==> config.mk <==
export PLATFORM = sky130hd
export DESIGN_NAME = dm_access_ctrl
export DESIGN_NICKNAME = d
export VERILOG_FILES = /design/src/rtl/dm_access_ctrl_pkg.sv /design/src/rtl/dm_lane_unit.sv /design/src/rtl/dm_access_ctrl.sv
export SDC_FILE = /design/constraint.sdc
export NUM_CORES = 1
export LEC_CHECK = 0
export ABC_AREA = 1
export BUFFER_PORTS_ARGS = -buffer_cell sky130_fd_sc_hd__buf_4
export CORE_MARGIN = 2
export CORE_UTILIZATION = 48
export DETAILED_ROUTE_END_ITERATION = 7
export PLACE_DENSITY = 0.82
export SYNTH_ARGS = -nofsm -noshare
export SYNTH_HDL_FRONTEND = slang
export SYNTH_SLANG_ARGS = --single-unit
==> constraint.sdc <==
create_clock -name clk -period 1.6 [get_ports clk]
set_input_delay 0.08 -clock clk [delete_from_list [all_inputs] [get_ports clk]]
set_output_delay 0.08 -clock clk [all_outputs]
set_load 0.02 [all_outputs]
==> src/rtl/dm_access_ctrl_pkg.sv <==
// Shared definitions for the data-memory access controller.
// Latency: n/a (types, constants and pure helper functions only).
// Backpressure: n/a.
package dm_access_ctrl_pkg;

  // Controller states: normal service, second half of a sub-word store, debug slot
  typedef enum logic [1:0] {
    ST_IDLE   = 2'd0,
    ST_RMW_WR = 2'd1,
    ST_DBG    = 2'd2
  } state_t;

  // cpu_size encodings; 2'b11 is handled as a word access
  localparam logic [1:0] SZ_BYTE = 2'b00;
  localparam logic [1:0] SZ_HALF = 2'b01;
  localparam logic [1:0] SZ_WORD = 2'b10;

  localparam int DBG_WAIT_MAX_DEF = 8;
  localparam int AW_DEF           = 12;

  // Halves must sit on even bytes, words on word boundaries; bytes never fault
  function automatic logic is_misaligned(input logic [1:0] size, input logic [1:0] off);
    logic mis;
    case (size)
      SZ_BYTE: mis = 1'b0;
      SZ_HALF: mis = off[0];
      default: mis = (off != 2'b00);
    endcase
    return mis;
  endfunction

  // Byte and half stores need a read-modify-write because DM is word-wide
  function automatic logic is_subword(input logic [1:0] size);
    return (size == SZ_BYTE) || (size == SZ_HALF);
  endfunction

endpackage

==> src/rtl/dm_lane_unit.sv <==
// Lane steering: merges store data into a DM word and extracts/extends load data.
// Latency: purely combinational, 0 cycles.
// Backpressure: none; the caller decides when the results are used.
module dm_lane_unit
  import dm_access_ctrl_pkg::*;
(
  input  logic [1:0]  size,
  input  logic        sext,
  input  logic [1:0]  byte_off,
  input  logic [31:0] rdata,
  input  logic [31:0] wdata,
  output logic [31:0] merged,
  output logic [31:0] load_data
);

  logic [4:0]  shamt;
  logic [31:0] mask;
  logic [7:0]  lane8;
  logic [15:0] lane16;

  // One shifter serves all lanes: the offset picks the lane, the size picks the mask
  always_comb begin
    shamt     = 5'd0;
    mask      = 32'hFFFF_FFFF;
    lane8     = 8'd0;
    lane16    = 16'd0;
    merged    = wdata;
    load_data = rdata;
    case (size)
      SZ_BYTE: begin
        shamt     = {byte_off, 3'b000};
        mask      = 32'h0000_00FF << shamt;
        merged    = (rdata & ~mask) | ({24'd0, wdata[7:0]} << shamt);
        lane8     = 8'(rdata >> shamt);
        load_data = {{24{sext & lane8[7]}}, lane8};
      end
      SZ_HALF: begin
        shamt     = {byte_off[1], 4'b0000};
        mask      = 32'h0000_FFFF << shamt;
        merged    = (rdata & ~mask) | ({16'd0, wdata[15:0]} << shamt);
        lane16    = 16'(rdata >> shamt);
        load_data = {{16{sext & lane16[15]}}, lane16};
      end
      default: begin
        merged    = wdata;
        load_data = rdata;
      end
    endcase
  end

endmodule

==> src/rtl/dm_access_ctrl.sv <==
// Arbitrates the single-port DM between the Mem stage and the debug port, sequencing sub-word stores as RMW.
// Latency: loads and word stores 0 extra cycles; sub-word stores 2 cycles; debug access granted >=1 cycle after request.
// Backpressure: cpu_stall freezes the pipeline during RMW reads and debug slots; dbg_req is held until dbg_gnt.
module dm_access_ctrl
  import dm_access_ctrl_pkg::*;
#(
  parameter int DBG_WAIT_MAX = DBG_WAIT_MAX_DEF,
  parameter int AW           = AW_DEF
) (
  input  logic          clk,
  input  logic          reset,
  input  logic          cpu_req,
  input  logic          cpu_we,
  input  logic [1:0]    cpu_size,
  input  logic          cpu_sext,
  input  logic [31:0]   cpu_addr,
  input  logic [31:0]   cpu_wdata,
  output logic [31:0]   cpu_rdata,
  output logic          cpu_stall,
  output logic          cpu_err,
  input  logic          dbg_req,
  input  logic          dbg_we,
  input  logic [31:0]   dbg_addr,
  input  logic [31:0]   dbg_wdata,
  output logic          dbg_gnt,
  output logic [31:0]   dbg_rdata,
  output logic [AW-1:0] dm_addr,
  output logic [31:0]   dm_wdata,
  output logic          dm_we,
  input  logic [31:0]   dm_rdata
);

  localparam int            CW      = $clog2(DBG_WAIT_MAX + 1);
  localparam logic [CW-1:0] CNT_MAX = CW'(DBG_WAIT_MAX);

  state_t        state;
  state_t        state_nxt;
  logic [CW-1:0] starve_cnt;
  logic [31:0]   merge_q;
  logic [31:0]   dbg_rdata_q;
  logic          merge_load;
  logic          misaligned;
  logic          subword_st;
  logic [31:0]   lane_merged;
  logic [31:0]   lane_load;
  logic          unused_addr_bits;

  // Address bits outside the DM window carry no meaning here
  assign unused_addr_bits = ^{cpu_addr[31:AW+2], dbg_addr[31:AW+2], dbg_addr[1:0]};

  assign misaligned = is_misaligned(cpu_size, cpu_addr[1:0]);
  assign subword_st = cpu_we & is_subword(cpu_size) & ~misaligned;

  dm_lane_unit u_lane (
    .size      (cpu_size),
    .sext      (cpu_sext),
    .byte_off  (cpu_addr[1:0]),
    .rdata     (dm_rdata),
    .wdata     (cpu_wdata),
    .merged    (lane_merged),
    .load_data (lane_load)
  );

  // State register; reset abandons any half-done RMW
  always_ff @(posedge clk) begin
    if (reset) begin
      state <= ST_IDLE;
    end else begin
      state <= state_nxt;
    end
  end

  // Next state plus DM, CPU and debug port drive; everything is held at 0 while in reset
  always_comb begin
    state_nxt  = state;
    cpu_rdata  = 32'd0;
    cpu_stall  = 1'b0;
    cpu_err    = 1'b0;
    dbg_gnt    = 1'b0;
    dm_addr    = '0;
    dm_wdata   = 32'd0;
    dm_we      = 1'b0;
    merge_load = 1'b0;
    if (!reset) begin
      case (state)
        ST_IDLE: begin
          dm_addr = cpu_addr[AW+1:2];
          if (cpu_req) begin
            if (misaligned) begin
              cpu_err = 1'b1;
            end else if (!cpu_we) begin
              cpu_rdata = lane_load;
            end else if (subword_st) begin
              cpu_stall  = 1'b1;
              merge_load = 1'b1;
            end else begin
              dm_we    = 1'b1;
              dm_wdata = cpu_wdata;
            end
          end
          // An RMW in progress is never pre-empted; debug waits for the next IDLE
          if (cpu_req && subword_st) begin
            state_nxt = ST_RMW_WR;
          end else if (dbg_req && (!cpu_req || starve_cnt == CNT_MAX)) begin
            state_nxt = ST_DBG;
          end
        end
        ST_RMW_WR: begin
          dm_addr   = cpu_addr[AW+1:2];
          dm_we     = 1'b1;
          dm_wdata  = merge_q;
          state_nxt = ST_IDLE;
        end
        ST_DBG: begin
          dm_addr   = dbg_addr[AW+1:2];
          dm_we     = dbg_we;
          dm_wdata  = dbg_wdata;
          dbg_gnt   = 1'b1;
          cpu_stall = cpu_req;
          state_nxt = ST_IDLE;
        end
        default: begin
          state_nxt = ST_IDLE;
        end
      endcase
    end
  end

  // Merge capture, debug read capture and saturating starvation counter
  always_ff @(posedge clk) begin
    if (reset) begin
      merge_q     <= 32'd0;
      dbg_rdata_q <= 32'd0;
      starve_cnt  <= '0;
    end else begin
      if (merge_load) begin
        merge_q <= lane_merged;
      end
      if (state == ST_DBG) begin
        dbg_rdata_q <= dm_rdata;
        starve_cnt  <= '0;
      end else if (dbg_req && starve_cnt != CNT_MAX) begin
        starve_cnt <= starve_cnt + CW'(1);
      end
    end
  end

  assign dbg_rdata = reset ? 32'd0 : dbg_rdata_q;

endmodule
# --- After elaboration in Yosys (flattened, before gate mapping) ---
# Cells that the tools add are included.
classes:
  n_reduce_logical: 14
  n_addsub: 1
  shifts: 6
  n_mux: 39
  bitwise_logic: 12
  eq_ne: 5
op_table:
  columns: ["operator", "count"]
  rows:
  - ["$mux W32", 11]
  - ["$pmux W32 S2", 2]
  - ["$pmux W32 S3", 1]
  - ["$and A32 B32 Y32", 2]
  - ["$not A32 Y32", 2]
  - ["$or A32 B32 Y32", 2]
  - ["$shl A16 B5 Y32", 1]
  - ["$shl A16 B5 Y32 const A", 1]
  - ["$shl A8 B5 Y32", 1]
  - ["$shl A8 B5 Y32 const A", 1]
  - ["$shr A32 B5 Y16", 1]
  - ["$shr A32 B5 Y8", 1]
  - ["$pmux W12 S2", 1]
  - ["$mux W1", 20]
  - ["$mux W12", 1]
  - ["$reduce_or A2 Y1", 3]
  - ["$add A4 B1 Y4 const B", 1]
  - ["$and A1 B1 Y1", 4]
  - ["$eq A2 B1 Y1 const B", 2]
  - ["$eq A4 B4 Y1 const B", 1]
  - ["$logic_not A2 Y1", 2]
  - ["$ne A4 B4 Y1 const B", 1]
  - ["$pmux W1 S2", 2]
  - ["$reduce_bool A2 Y1", 2]
  - ["other kinds (7)", 11]
totals:
  output_inout_bits: 112
  regBits: 70
  input_bits: 169

# --- Longest topological paths before layout ---
# Gate-level depths: netlist of the first run.
logic_depth:
  word_depth: 10
  depth_mapped: 10
  mapped_depth_nobuf: 8

# --- Modules after synthesis ---
# From an unflattened synthesis of the first run, not the netlist that was laid out.
hier_totals:
  cells_unflattened: 1014
  hier_area_um2: 6003.3
by_module_without_submodules:
  columns: ["module", "cells_per_inst", "n_inst", "seq_area_each_um2", "area_per_inst_um2"]
  rows:
  - ["dm_access_ctrl", 668, 1, 1401.3, 4230.3]
  - ["dm_lane_unit", 346, 1, 0.0, 1773.0]

# --- Least setup slack after synthesis of the first run ---
# No wires, ideal clock.
synth_timing:
  path_kind: "register -> output"
  start: "register state[0]"
  end: "output cpu_rdata[1]"
  stages_incl_launch_ff: 7
  arrival_time_ns: 1.444
  required_time_ns: 1.520
  slack_ns: 0.076
  cell_sequence: "dfxtp_1 > nor2_1 > nand3_2 > nor2_2 > buf_6 > inv_1 > nor3_1"
synth_between:
  elab_chain_len: 3
synth_lines:
  columns: ["element", "line", "source"]
  rows:
  - ["start, declared", "dm_access_ctrl.sv:36", "state_t state;"]
  - ["start signal, assigned", "dm_access_ctrl.sv:69", "state <= state_nxt;"]
  - ["$logic_not A2 Y1", "dm_access_ctrl.sv:85", "case (state)"]
  - ["$mux W32", "dm_access_ctrl.sv:85", null]
  - ["$mux W32", "dm_access_ctrl.sv:84", "if (!reset) begin"]
  - ["end, declared", "dm_access_ctrl.sv:18", "output logic [31:0] cpu_rdata,"]
# No other way between the ends.

# --- Worst setup path in the final report of the first run ---
layout_timing:
  start: "register state[0]"
  end: "output cpu_rdata[8]"
# The elaborated chain is that of the path after synthesis.

==> results of run 1 <==
-- through the flow --
step                TNS (ns)  power [µW]  utilization (%)
global placement           0        3400             65.0
detailed placement         0        3420             65.0
global route          -20.05        6080             77.0
CTS                    -9.31        5630             70.6
floorplan                  0        2710                -
finish                -14.33        5890             77.0
-- path summary, 6_finish.rpt --
kind	endpoint	slack, ns
max	cpu_rdata[8]	-0.26
min	dbg_rdata_q[7]	0.02
max reg2reg	dbg_rdata_q[14]	-0.05
min reg2reg	dbg_rdata_q[24]	0.48
-- flip-flops by register name (all words and copies together), names as in the netlist --
register / flops
merge_q: 32
starve_cnt: 4
dbg_rdata_q: 32
state: 2
-- routing by layer --
metal | vias up | share of wire [%] | track usage, %
met5 | - | 0 | 0
met3 | 114 | 10 | 5.29
met4 | 0 | 4.4 | 15.2
li1 | 4086 | - | -
met1 | 3990 | 37 | 45.3
met2 | 628 | 48 | 56.2
-- layout make-up --
type	count	area, µm²
multi-input combinational	868	4380
fill	937	2880
timing repair buffer	312	2850
sequential	70	1410
inverter	125	477
clock buffer	10	229
tap	172	215
clock inverter	6	86.3
-- power by group through the flow --
stage	sequential [µW]	combinational (µW)	clock, µW
after global routing	1830	2010	2250
after global placement	1860	1550	0
after floorplan	1850	859	0
final	1820	1890	2180
after detailed placement	1860	1560	0
after CTS	1820	1640	2160
-- cell families after synthesis --
family,Yosys count,synth area share [%]
xor gates and xnor gates,2,0.287
AOI/OAI and AO/OA,187,17.6
buffers and inverters,206,13.7
and+or+nand+nor,677,45.0
DFF,70,23.0
adders and majority gates,2,0.410
-- synth_stat cells --
master | count | share of area, %
xor2_1 | 2 | 0.29
nand2_1 | 445 | 27
buf_1 | 13 | 0.80
ha_1 | 2 | 0.41
inv_2 | 7 | 0.43
o211ai_1 | 1 | 0.12
nand2_2 | 1 | 0.10
buf_4 | 1 | 0.12
nor2_2 | 3 | 0.31
nand2_4 | 1 | 0.18
clkbuf_1 | 32 | 2.0
nand3_2 | 1 | 0.16
dfxtp_1 | 70 | 23
a22oi_1 | 1 | 0.12
nand3_1 | 108 | 8.9
nand3_4 | 1 | 0.29
a21boi_0 | 19 | 2.3
inv_1 | 118 | 7.3
nor2_1 | 108 | 6.7
o22ai_1 | 27 | 2.8
buf_6 | 2 | 0.37
a21oi_1 | 73 | 6.0
o21bai_1 | 20 | 2.5
buf_2 | 33 | 2.7
a211oi_1 | 1 | 0.12
nor3_1 | 2 | 0.16
nor2_4 | 2 | 0.37
nand4_1 | 5 | 0.51
o21ai_0 | 45 | 3.7
-- repair_timing --
action | CTS | global route
hold buffers | 4 | 0
resized for setup | 38 | 165
setup endpoints to repair | 79 | 130
pin swaps | 5 | 28
cloned | 5 | 9
setup buffers | 8 | 5
hold endpoints to repair | 4 | 0
-- critical path: stages (launching register included) --
cell and delay [ns]:
dfxtp_4 0.37, nor2_4 0.13, nand3_2 0.12, nor2_4 0.12, buf_12 0.18, clkbuf_16 0.18
nand2_4 0.05, a21oi_2 0.13, buf_6 0.14
==> summary.md, run 1 <==
| Metric | Value |
|---|---|
| Status | finished, violations left |
| Failing checks | setup timing |
| Synth Instances | 1144 |
| Ratio of cells with drive above 1 in the final layout | 31.8% |
| TritonCTS clock tree | done |
| Site Rows | 41 |
| CTS Sinks | 70 |
| Mapped cell area | 6100 µm² |
| Worst Min Path Start | dm_rdata[7] |
| Vert. Die Dim | 117 µm |
| Power density over cell area | 611 nW/µm² |
| Non-filler cells, final | 1563 |
| Seq pwr share | 30.9% |
| Worst IR drop on VDD | 0.422 mV |
| Crit path from | state[0] |
| CTS Root Cell | clkbuf_16 |
| Area after DPL | 8140 µm² |
| Total number of vias | 8818 |
| Max Freq | 539 MHz |
| Seq/Total Area, Yosys | 23.0% |
| Hold Path Cell Cnt | 3 |
| Final Cycle Share | 116% |
| Die Wd | 117 µm |
| Port bufs | 242 |
| CTS Buffer Depth | 2 |
| Syn avg cell area | 5.33 µm² |
| Drt initial violations | 1226 |
| Worst relative slew slack | 63.0% |
| H-tree depth | 3 |
| Wirelength per Cell | 17.5 µm |
| Final Slew Violations | 0 |
| Cell total after placement | 1517 |
| Crit Path Category | register to primary output |
| Initial Util | 48.7% |
| GPL Wtd Cong | 0.984 |
| Gate power share | 32.0% |
| Number of remaining DRC errors | 0 |
| Ys Warns | 0 |
| Post-layout minimum cycle time | 1.86 ns |
| Leak | 0.00480 µW |
| CP Launch Type | register |
| DRT antenna net count | 0 |
| Aggregate global-route resource usage | 34.5% |
| Final wirelength | 27.3 mm |
| R2R depth | 8 |
| I/O Pins | 281 |
| # nets final | 1557 |
| DR vias/cell | 5.64 |
| Total core area | 12500 µm² |
| Pre-CTS setup slack | 0.0389 ns |
| Most common cell after layout, fill and taps aside | nand2_1 |
| Dpl hpwl | 17.2 mm |
| Hold WC Path Type | primary input to register |
| Register clock-pin slew on the reported worst setup and hold paths | 0.06 ns |
| Initial antenna violation count | 0 |
| Slew @ Worst Pin | 0.554 ns |
| Final WS setup | -0.256 ns |
| Drt first pass iters | 6 |
| Largest net degree at the start of global routing | 79 |
| Synth Register Bits | 70 |
| Max_cap viols | 0 |
| CTS Buf Count | 9 |
| CP Capture Type | primary output |
| Worst hold slack | 0.0154 ns |
| Net switching power | 1980 µW |
| Critical Path AT | 1.78 ns |
| Post-route design area | 9640 µm² |
| R2R Path Start | state[0] |
| Endpoints failing setup | 86 |
| Commonest cells after routing, fill and taps aside | nand2_1 (410), buf_4 (250), inv_1 (114) |
| Antenna fix cells | 0 |
| Net Sw Frac | 33.6% |
| Internal | 3910 µW |
| Skew-Pair Late Insertion Delay | 0.34 ns |
| Layout Area Growth over Synthesis | 58.1% |
| Syn nets | 1315 |
| Yosys cell types | 29 |
| Vias in the first global route | 7275 |
| Fin Clk Skew | 0.00414 ns |
| Clock share of power | 37.1% |
| Critical Path RT | 1.52 ns |
| Die area | 13600 µm² |
| Critical path fanouts, max | 7 |
| Final Hold Viols | 0 |
| RSZ-0062 raised after global routing | true |
| First-pass GRT wire length | 36.8 mm |
| Global route overflow | 0 |
No activity file was read; power rests on OpenSTA's default activity.
==> inputs of run 2 (changes only) <==
--- a/config.mk
+++ b/config.mk
@@ -5,11 +5,11 @@
 export SDC_FILE = /design/constraint.sdc
 export NUM_CORES = 1
 export LEC_CHECK = 0
-export ABC_AREA = 1
 export BUFFER_PORTS_ARGS = -buffer_cell sky130_fd_sc_hd__buf_4
 export CORE_MARGIN = 2
-export CORE_UTILIZATION = 48
+export CORE_UTILIZATION = 46
 export DETAILED_ROUTE_END_ITERATION = 7
+export GPL_ROUTABILITY_DRIVEN = 0
 export PLACE_DENSITY = 0.82
 export SYNTH_ARGS = -nofsm -noshare
 export SYNTH_HDL_FRONTEND = slang
==> summary.md, run 2 <==
| Metric | Value |
|---|---|
| CTS Buffer Depth | 2 (unchanged) |
| Top-area cell type share of the netlist area | 27.4% (about the same) |
| Total number of vias | 7174 (-19%) |
| Gate power share | 34.9% (+2.9 points) |
| Slew @ Worst Pin | 0.585 ns (+0.0305 ns) |
| Leak | 0.00387 µW (-20%) |
| Syn nets | 805 (-39%) |
| Number of remaining DRC errors | 0 (unchanged) |
| Critical path fanouts, max | 14 (+7) |
| Top cells by area, synth | dfxtp_1 (27%), a221oi_1 (8.2%), nor2b_1 (8.2%), a22o_1 (7.5%), nor2_1 (5.8%) |
| Critical Path AT | 2.14 ns (+0.36 ns) |
| Commonest cells after routing, fill and taps aside | buf_4 (266), dfxtp_1 (68), nor2b_1 (66) |
| Drt initial violations | 1047 (-15%) |
| Internal | 3410 µW (-13%) |
| Total core area | 10800 µm² (-13%) |
| Final Hold Viols | 0 (unchanged) |
| CTS Sinks | 70 (unchanged) |
| Vias in the first global route | 6719 (-7.6%) |
| Failing checks | setup timing |
| Ratio of cells with drive above 1 in the final layout | 55.4% (+24 points) |
| Net switching power | 1830 µW (-7.5%) |
| Count leader, synth | nor2_1 |
| DR vias/cell | 6.76 (+20%) |
| Top post-synthesis cells by count | nor2_1 (79), dfxtp_1 (70), nor2b_1 (67) |
| Site Rows | 38 (-7.3%) |
| Synth Register Bits | 70 (unchanged) |
| Seq/Total Area, Yosys | 27.4% (+4.4 points) |
| Max_cap viols | 0 (unchanged) |
| Register clock-pin slew on the reported worst setup and hold paths | 0.09 ns (+0.03 ns) |
| Yosys cell types | 46 (+59%) |
| Dominant register cell in the synthesized netlist | dfxtp_1 |
| Endpoints failing setup | 113 (+31%) |
| Final WS setup | -0.618 ns (-0.362 ns) |
| Seq pwr share | 35.3% (+4.4 points) |
| Final Slew Violations | 0 (unchanged) |
| Slowest stage delay, CP | 0.54 ns (+0.17 ns) |
| Vert. Die Dim | 109 µm (-6.2%) |
| CP Capture Type | primary output |
| Layout Area Growth over Synthesis | 78.1% |
| Mapped cell area | 5120 µm² (-16%) |
| Sum of buffers and inverters on the critical path | 2 (-1) |
| Initial antenna violation count | 0 (unchanged) |
| Port bufs | 242 (unchanged) |
| Skew-Pair Late Insertion Delay | 0.37 ns (+0.03 ns) |
| Biggest area consumer among synthesized cells | dfxtp_1 |
| Status | finished, violations left |
| Post-layout minimum cycle time | 2.22 ns (+0.362 ns) |
| Worst IR drop on VDD | 0.419 mV (-0.85%) |
| Die Wd | 109 µm (-6.2%) |
| Aggregate global-route resource usage | 39.6% (+5.1 points) |
| Global route overflow | 0 (unchanged) |
| R2R Path Start | state[0] |
| H-tree depth | 3 (unchanged) |
| Initial Util | 47.2% (-1.5 points) |
| Hold WC Path Type | primary input to register |
| RSZ-0062 raised after global routing | true |
| Largest regs | dbg_rdata_q (32), merge_q (32), starve_cnt (4) |
| CTS Buf Count | 9 (unchanged) |
| Crit Path Category | register to primary output |
| Power density over cell area | 575 nW/µm² (-6.0%) |
| Max Freq | 451 MHz (-16%) |
| Largest net degree at the start of global routing | 39 (-51%) |
| Hold Path Cell Cnt | 2 (-1) |
| I/O Pins | 281 (unchanged) |
| Clock share of power | 29.8% (-7.3 points) |
| Reg2reg setup slack | -0.35 ns (-0.30 ns) |
| Post-synth EDFFs | 0 (unchanged) |
| Die area | 12000 µm² (-12%) |
| TritonCTS clock tree | done |
| Total power draw | 5240 µW (-11%) |
| Antenna fix cells | 0 (unchanged) |
| Fin Clk Skew | 0.0131 ns (+0.00899 ns) |
| Drt first pass iters | 7 (+1) |
| Net Sw Frac | 35.0% (+1.4 points) |
| Wirelength per Cell | 25.5 µm (+46%) |
| R2R depth | 9 (+1) |
| Worst Hold End | dbg_rdata_q[21] |
| Worst hold slack | 0.00752 ns (-0.00784 ns) |
| DRT antenna net count | 0 (unchanged) |
| R2R Path End | merge_q[7] |
| Worst relative slew slack | 60.7% (-2.3 points) |
| TNS Setup | -45.08 ns (-30.75 ns) |
| Critical Path RT | 1.52 ns (about the same) |
| CTS Root Cell | clkbuf_8 |
| Worst Min Path Start | dm_rdata[21] |
| # nets final | 1087 (-30%) |
| Dpl hpwl | 15.4 mm (-10%) |
| CP Launch Type | register |
| Asr flop ratio synth | 0% (unchanged) |
| Crit path cell chain | or4b_4, nor2_4, o21ai_4, buf_12, nor3_2, buf_4 |
| Delay-heaviest family, CP | simple AND/OR/NAND/NOR gates |
| Crit path max-delay cell type | or4b_4 |
| First-pass GRT wire length | 36.4 mm (-1.0%) |
| Final Cycle Share | 139% (+23 points) |
| Final wirelength | 27.1 mm (-0.84%) |
| Synth Instances | 634 (-45%) |
| Most common cell after layout, fill and taps aside | buf_4 |
| Ys Warns | 0 (unchanged) |
| Syn avg cell area | 8.07 µm² (+51%) |
run 2: final cells by class:
cell class,instances,area (µm²)
clock inverter,5,57.6
inverter,15,56.3
clock buffer,11,151
sequential,70,1410
timing repair buffer,339,3050
fill,571,1730
tap,140,175
multi-input combinational,481,4220
run 2: worst max-delay path by stage:
stage | from | to | slack, ns | cells past startpoint
finish | state[0] | cpu_rdata[28] | -0.62 | 6
floorplan | state[0] | cpu_rdata[19] | -0.13 | 6
CTS | state[1] | cpu_rdata[9] | -0.55 | 6
global placement | state[1] | cpu_rdata[0] | -0.13 | 6
detailed placement | state[1] | cpu_rdata[10] | -0.19 | 6
global route | state[0] | cpu_rdata[9] | -0.67 | 6
run 2: cell families after synthesis:
| logic type | share of synthesized area (%) |
|---|---|
| xor+xnor | 0.514 |
| buf+inv | 8.00 |
| compound gates | 31.2 |
| flops | 27.4 |
| simple gates | 24.0 |
| mux | 8.39 |
| fa+ha+maj | 0.489 |
run 2: per-layer routing:
metal  global-route usage [%]  share of wire, %  wire (µm)
met4                     22.5               7.4       2000
met5                        0                 0          0
met3                     9.84                13       3510
met2                     63.9                45      12200
met1                     48.0                35       9400
run 2: what timing repair did:
| action | in CTS | in global routing |
|---|---|---|
| cloned | 7 | 5 |
| hold buffers | 17 | 0 |
| endpoints found under the setup margin | 98 | 112 |
| hold endpoints to repair | 17 | 0 |
| pin swaps | 39 | 31 |
| buffers inserted | 16 | 18 |
| gates resized for setup | 82 | 83 |
run 2: per-stage QoR:
step | util (%) | std cells | instance area (µm²) | setup WS, ns
finish | 84.1 | 1061 | 9110 | -0.618
global route | 84.1 | 1061 | 9110 | -0.668
CTS | 79.9 | 1050 | 8660 | -0.550
detailed placement | 70.0 | 995 | 7590 | -0.191
floorplan | - | 634 | 5470 | -0.126
global placement | 70.0 | 995 | 7590 | -0.131
run 2: power groups by stage:
stage | clock network (µW) | registers [µW] | logic (µW)
after floorplan | 0 | 1860 | 808
after global placement | 0 | 1870 | 1460
after detailed placement | 0 | 1870 | 1490
after CTS | 1520 | 1840 | 1630
after global routing | 1620 | 1850 | 1890
final | 1560 | 1850 | 1830
==> inputs of run 3 (changes only) <==
--- a/config.mk
+++ b/config.mk
@@ -11,6 +11,7 @@
 export DETAILED_ROUTE_END_ITERATION = 7
 export GPL_ROUTABILITY_DRIVEN = 0
 export PLACE_DENSITY = 0.82
+export RECOVER_POWER = 25
 export SYNTH_ARGS = -nofsm -noshare
 export SYNTH_HDL_FRONTEND = slang
 export SYNTH_SLANG_ARGS = --single-unit
==> summary.md, run 3 (synthesis results as in run 2) <==
| Metric | Value |
|---|---|
| Status | finished, violations left |
| Failing checks | setup timing |
| Fin Clk Skew | 0.0136 ns (+0.000475 ns) |
| Die Wd | 109 µm (unchanged) |
| CTS Root Cell | clkbuf_8 |
| Worst Min Path Start | dm_rdata[21] |
| Crit path max-delay cell type | or4b_4 |
| CP Launch Type | register |
| Drt first pass iters | 6 (-1) |
| Initial Util | 47.2% (unchanged) |
| CP most frequent cell | buf_4 |
| H-tree depth | 3 (unchanged) |
| Antenna fix cells | 0 (unchanged) |
| Max_cap viols | 0 (unchanged) |
| Vias in the first global route | 6719 (unchanged) |
| Dpl hpwl | 15.4 mm (unchanged) |
| Global route overflow | 0 (unchanged) |
| Crit Path Category | register to primary output |
| TritonCTS clock tree | done |
| Max Freq | 448 MHz (-0.65%) |
| Critical Path AT | 2.15 ns (about the same) |
| Vert. Die Dim | 109 µm (unchanged) |
| Port bufs | 242 (unchanged) |
| Wirelength per Cell | 25.4 µm (-0.32%) |
| Die area | 12000 µm² (unchanged) |
| Final Slew Violations | 0 (unchanged) |
| RSZ-0062 raised after global routing | true |
| Most common cell after layout, fill and taps aside | buf_4 |
| Slowest stage delay, CP | 0.54 ns (about the same) |
| Endpoints failing setup | 148 (+31%) |
| I/O Pins | 281 (unchanged) |
| R2R Path Start | state[0] |
| Post-layout minimum cycle time | 2.23 ns (+0.0145 ns) |
| Sum of buffers and inverters on the critical path | 2 (unchanged) |
| Crit path from | state[0] |
| Total core area | 10800 µm² (unchanged) |
| # nets final | 1087 (unchanged) |
| Skew-Pair Late Insertion Delay | 0.37 ns (about the same) |
| Final Hold Viols | 0 (unchanged) |
| Pre-CTS setup slack | -0.191 ns (unchanged) |
| Worst IR drop on VDD | 0.419 mV (+0.17%) |
| Critical path fanouts, max | 8 (-6) |
| Drt initial violations | 1049 (+0.19%) |
| Hold WC Path Type | primary input to register |
| Leak | 0.00382 µW (-1.2%) |
| Delay-heaviest family, CP | simple AND/OR/NAND/NOR gates |
| Total number of vias | 7173 (-0.014%) |
| Worst relative slew slack | 60.8% (about the same) |
| DRT antenna net count | 0 (unchanged) |
| Register clock-pin slew on the reported worst setup and hold paths | 0.09 ns (about the same) |
| Aggregate global-route resource usage | 39.6% (unchanged) |
| Ratio of cells with drive above 1 in the final layout | 54.3% (-1.1 points) |
| CTS Sinks | 70 (unchanged) |
| Largest regs | dbg_rdata_q (32), merge_q (32), starve_cnt (4) |
| CP Capture Type | primary output |
| Final core utilization | 83.5% (-0.53 points) |
| Commonest cells after routing, fill and taps aside | buf_4 (252), dfxtp_1 (68), nor2b_1 (66) |
| Number of remaining DRC errors | 0 (unchanged) |
| Crit path cell chain | or4b_4, nor2_4, o21ai_4, buf_4, a221oi_2, buf_4 |
| First-pass GRT wire length | 36.4 mm (unchanged) |
| Fill cells | 584 (+2.3%) |
| Final WS setup | -0.632 ns (-0.0145 ns) |
| Final Cycle Share | 140% (+0.91 points) |
| DR vias/cell | 6.76 (about the same) |
| Initial antenna violation count | 0 (unchanged) |
| CTS Buf Count | 9 (unchanged) |
| Power density over cell area | 578 nW/µm² (+0.51%) |
| CTS Buffer Depth | 2 (unchanged) |
| Final wirelength | 27.0 mm (-0.32%) |
| Layout Area Growth over Synthesis | 77.0% |
| Site Rows | 38 (unchanged) |
| Largest net degree at the start of global routing | 39 (unchanged) |
| Critical Path RT | 1.52 ns (about the same) |
| Slew @ Worst Pin | 0.584 ns (-0.000863 ns) |
[run 3: cell types whose count changed in the layout (fill, tap and decap cells not counted)]
cell,before,now
clkbuf_1,0,9
nand2b_4,1,0
clkbuf_2,0,5
nand2b_1,3,4
clkbuf_4,0,1
buf_6,31,30
buf_4,266,252
[run 3: final cells by class]
type	count	area (µm²)	area share (%)
multi-input combinational	481	4210	46.5
inverter	15	56.3	0.622
sequential	70	1410	15.5
clock inverter	5	57.6	0.636
timing repair buffer	339	3000	33.1
clock buffer	11	151	1.67
tap	140	175	1.93
[run 3: timing repair]
action / in CTS / in global routing
setup endpoints to repair: 98 / 112
hold buffers: 17 / 0
gates resized for setup: 82 / 83
endpoints found under the hold margin: 17 / 0
pin swaps: 39 / 31
gates cloned: 7 / 5
buffers inserted: 16 / 18
[run 3: per-stage QoR]
| step | hold slack (ns) | setup TNS, ns | instances | instance area (µm²) | power [µW] |
|---|---|---|---|---|---|
| 6_report | 0.0107 | -54.49 | 1061 | 9060 | 5230 |
| 5_1_grt | 0.00405 | -61.42 | 1061 | 9060 | 5350 |
| 4_1_cts | 0.000481 | -44.14 | 1050 | 8660 | 4990 |
| 3_5_place_dp | 0.332 | -8.18 | 995 | 7590 | 3360 |
| 3_3_place_gp | 0.329 | -4.39 | 995 | 7590 | 3330 |
| 2_1_floorplan | 0.168 | -2.26 | 634 | 5470 | 2670 |
[run 3: worst paths after layout]
check / end / slack, ns / cells after the start
worst max-delay path: cpu_rdata[13] / -0.63 / 6
worst min-delay path: dbg_rdata_q[21] / 0.01 / 2
worst max register to register: merge_q[7] / -0.35 / 9
worst min register to register: dbg_rdata_q[2] / 0.47 / 1
[run 3: report_power, final]
group	leakage (µW)	internal, µW	total, µW	switching, µW
Combinational	0.00315	799	1820	1020
Clock	0.0000976	803	1560	762
Sequential	0.000569	1800	1850	49.6
[run 3: worst reg2reg max path, cell delays in order, from the launching register on]
cell,delay [ns]
dfxtp_4,0.37
buf_6,0.12
nor3b_4,0.19
buf_4,0.14
and4b_2,0.27
buf_6,0.13
buf_12,0.15
clkbuf_16,0.19
nor2_2,0.06
a311oi_1,0.24
[run 3: layer usage]
| layer | share of wire, % | global-route usage [%] | vias to the layer above |
|---|---|---|---|
| met5 | 0 | 0 | - |
| met4 | 7.3 | 22.5 | 0 |
| met3 | 13 | 9.84 | 204 |
| met2 | 45 | 63.9 | 723 |
| met1 | 34 | 48.0 | 3325 |
| li1 | - | - | 2921 |
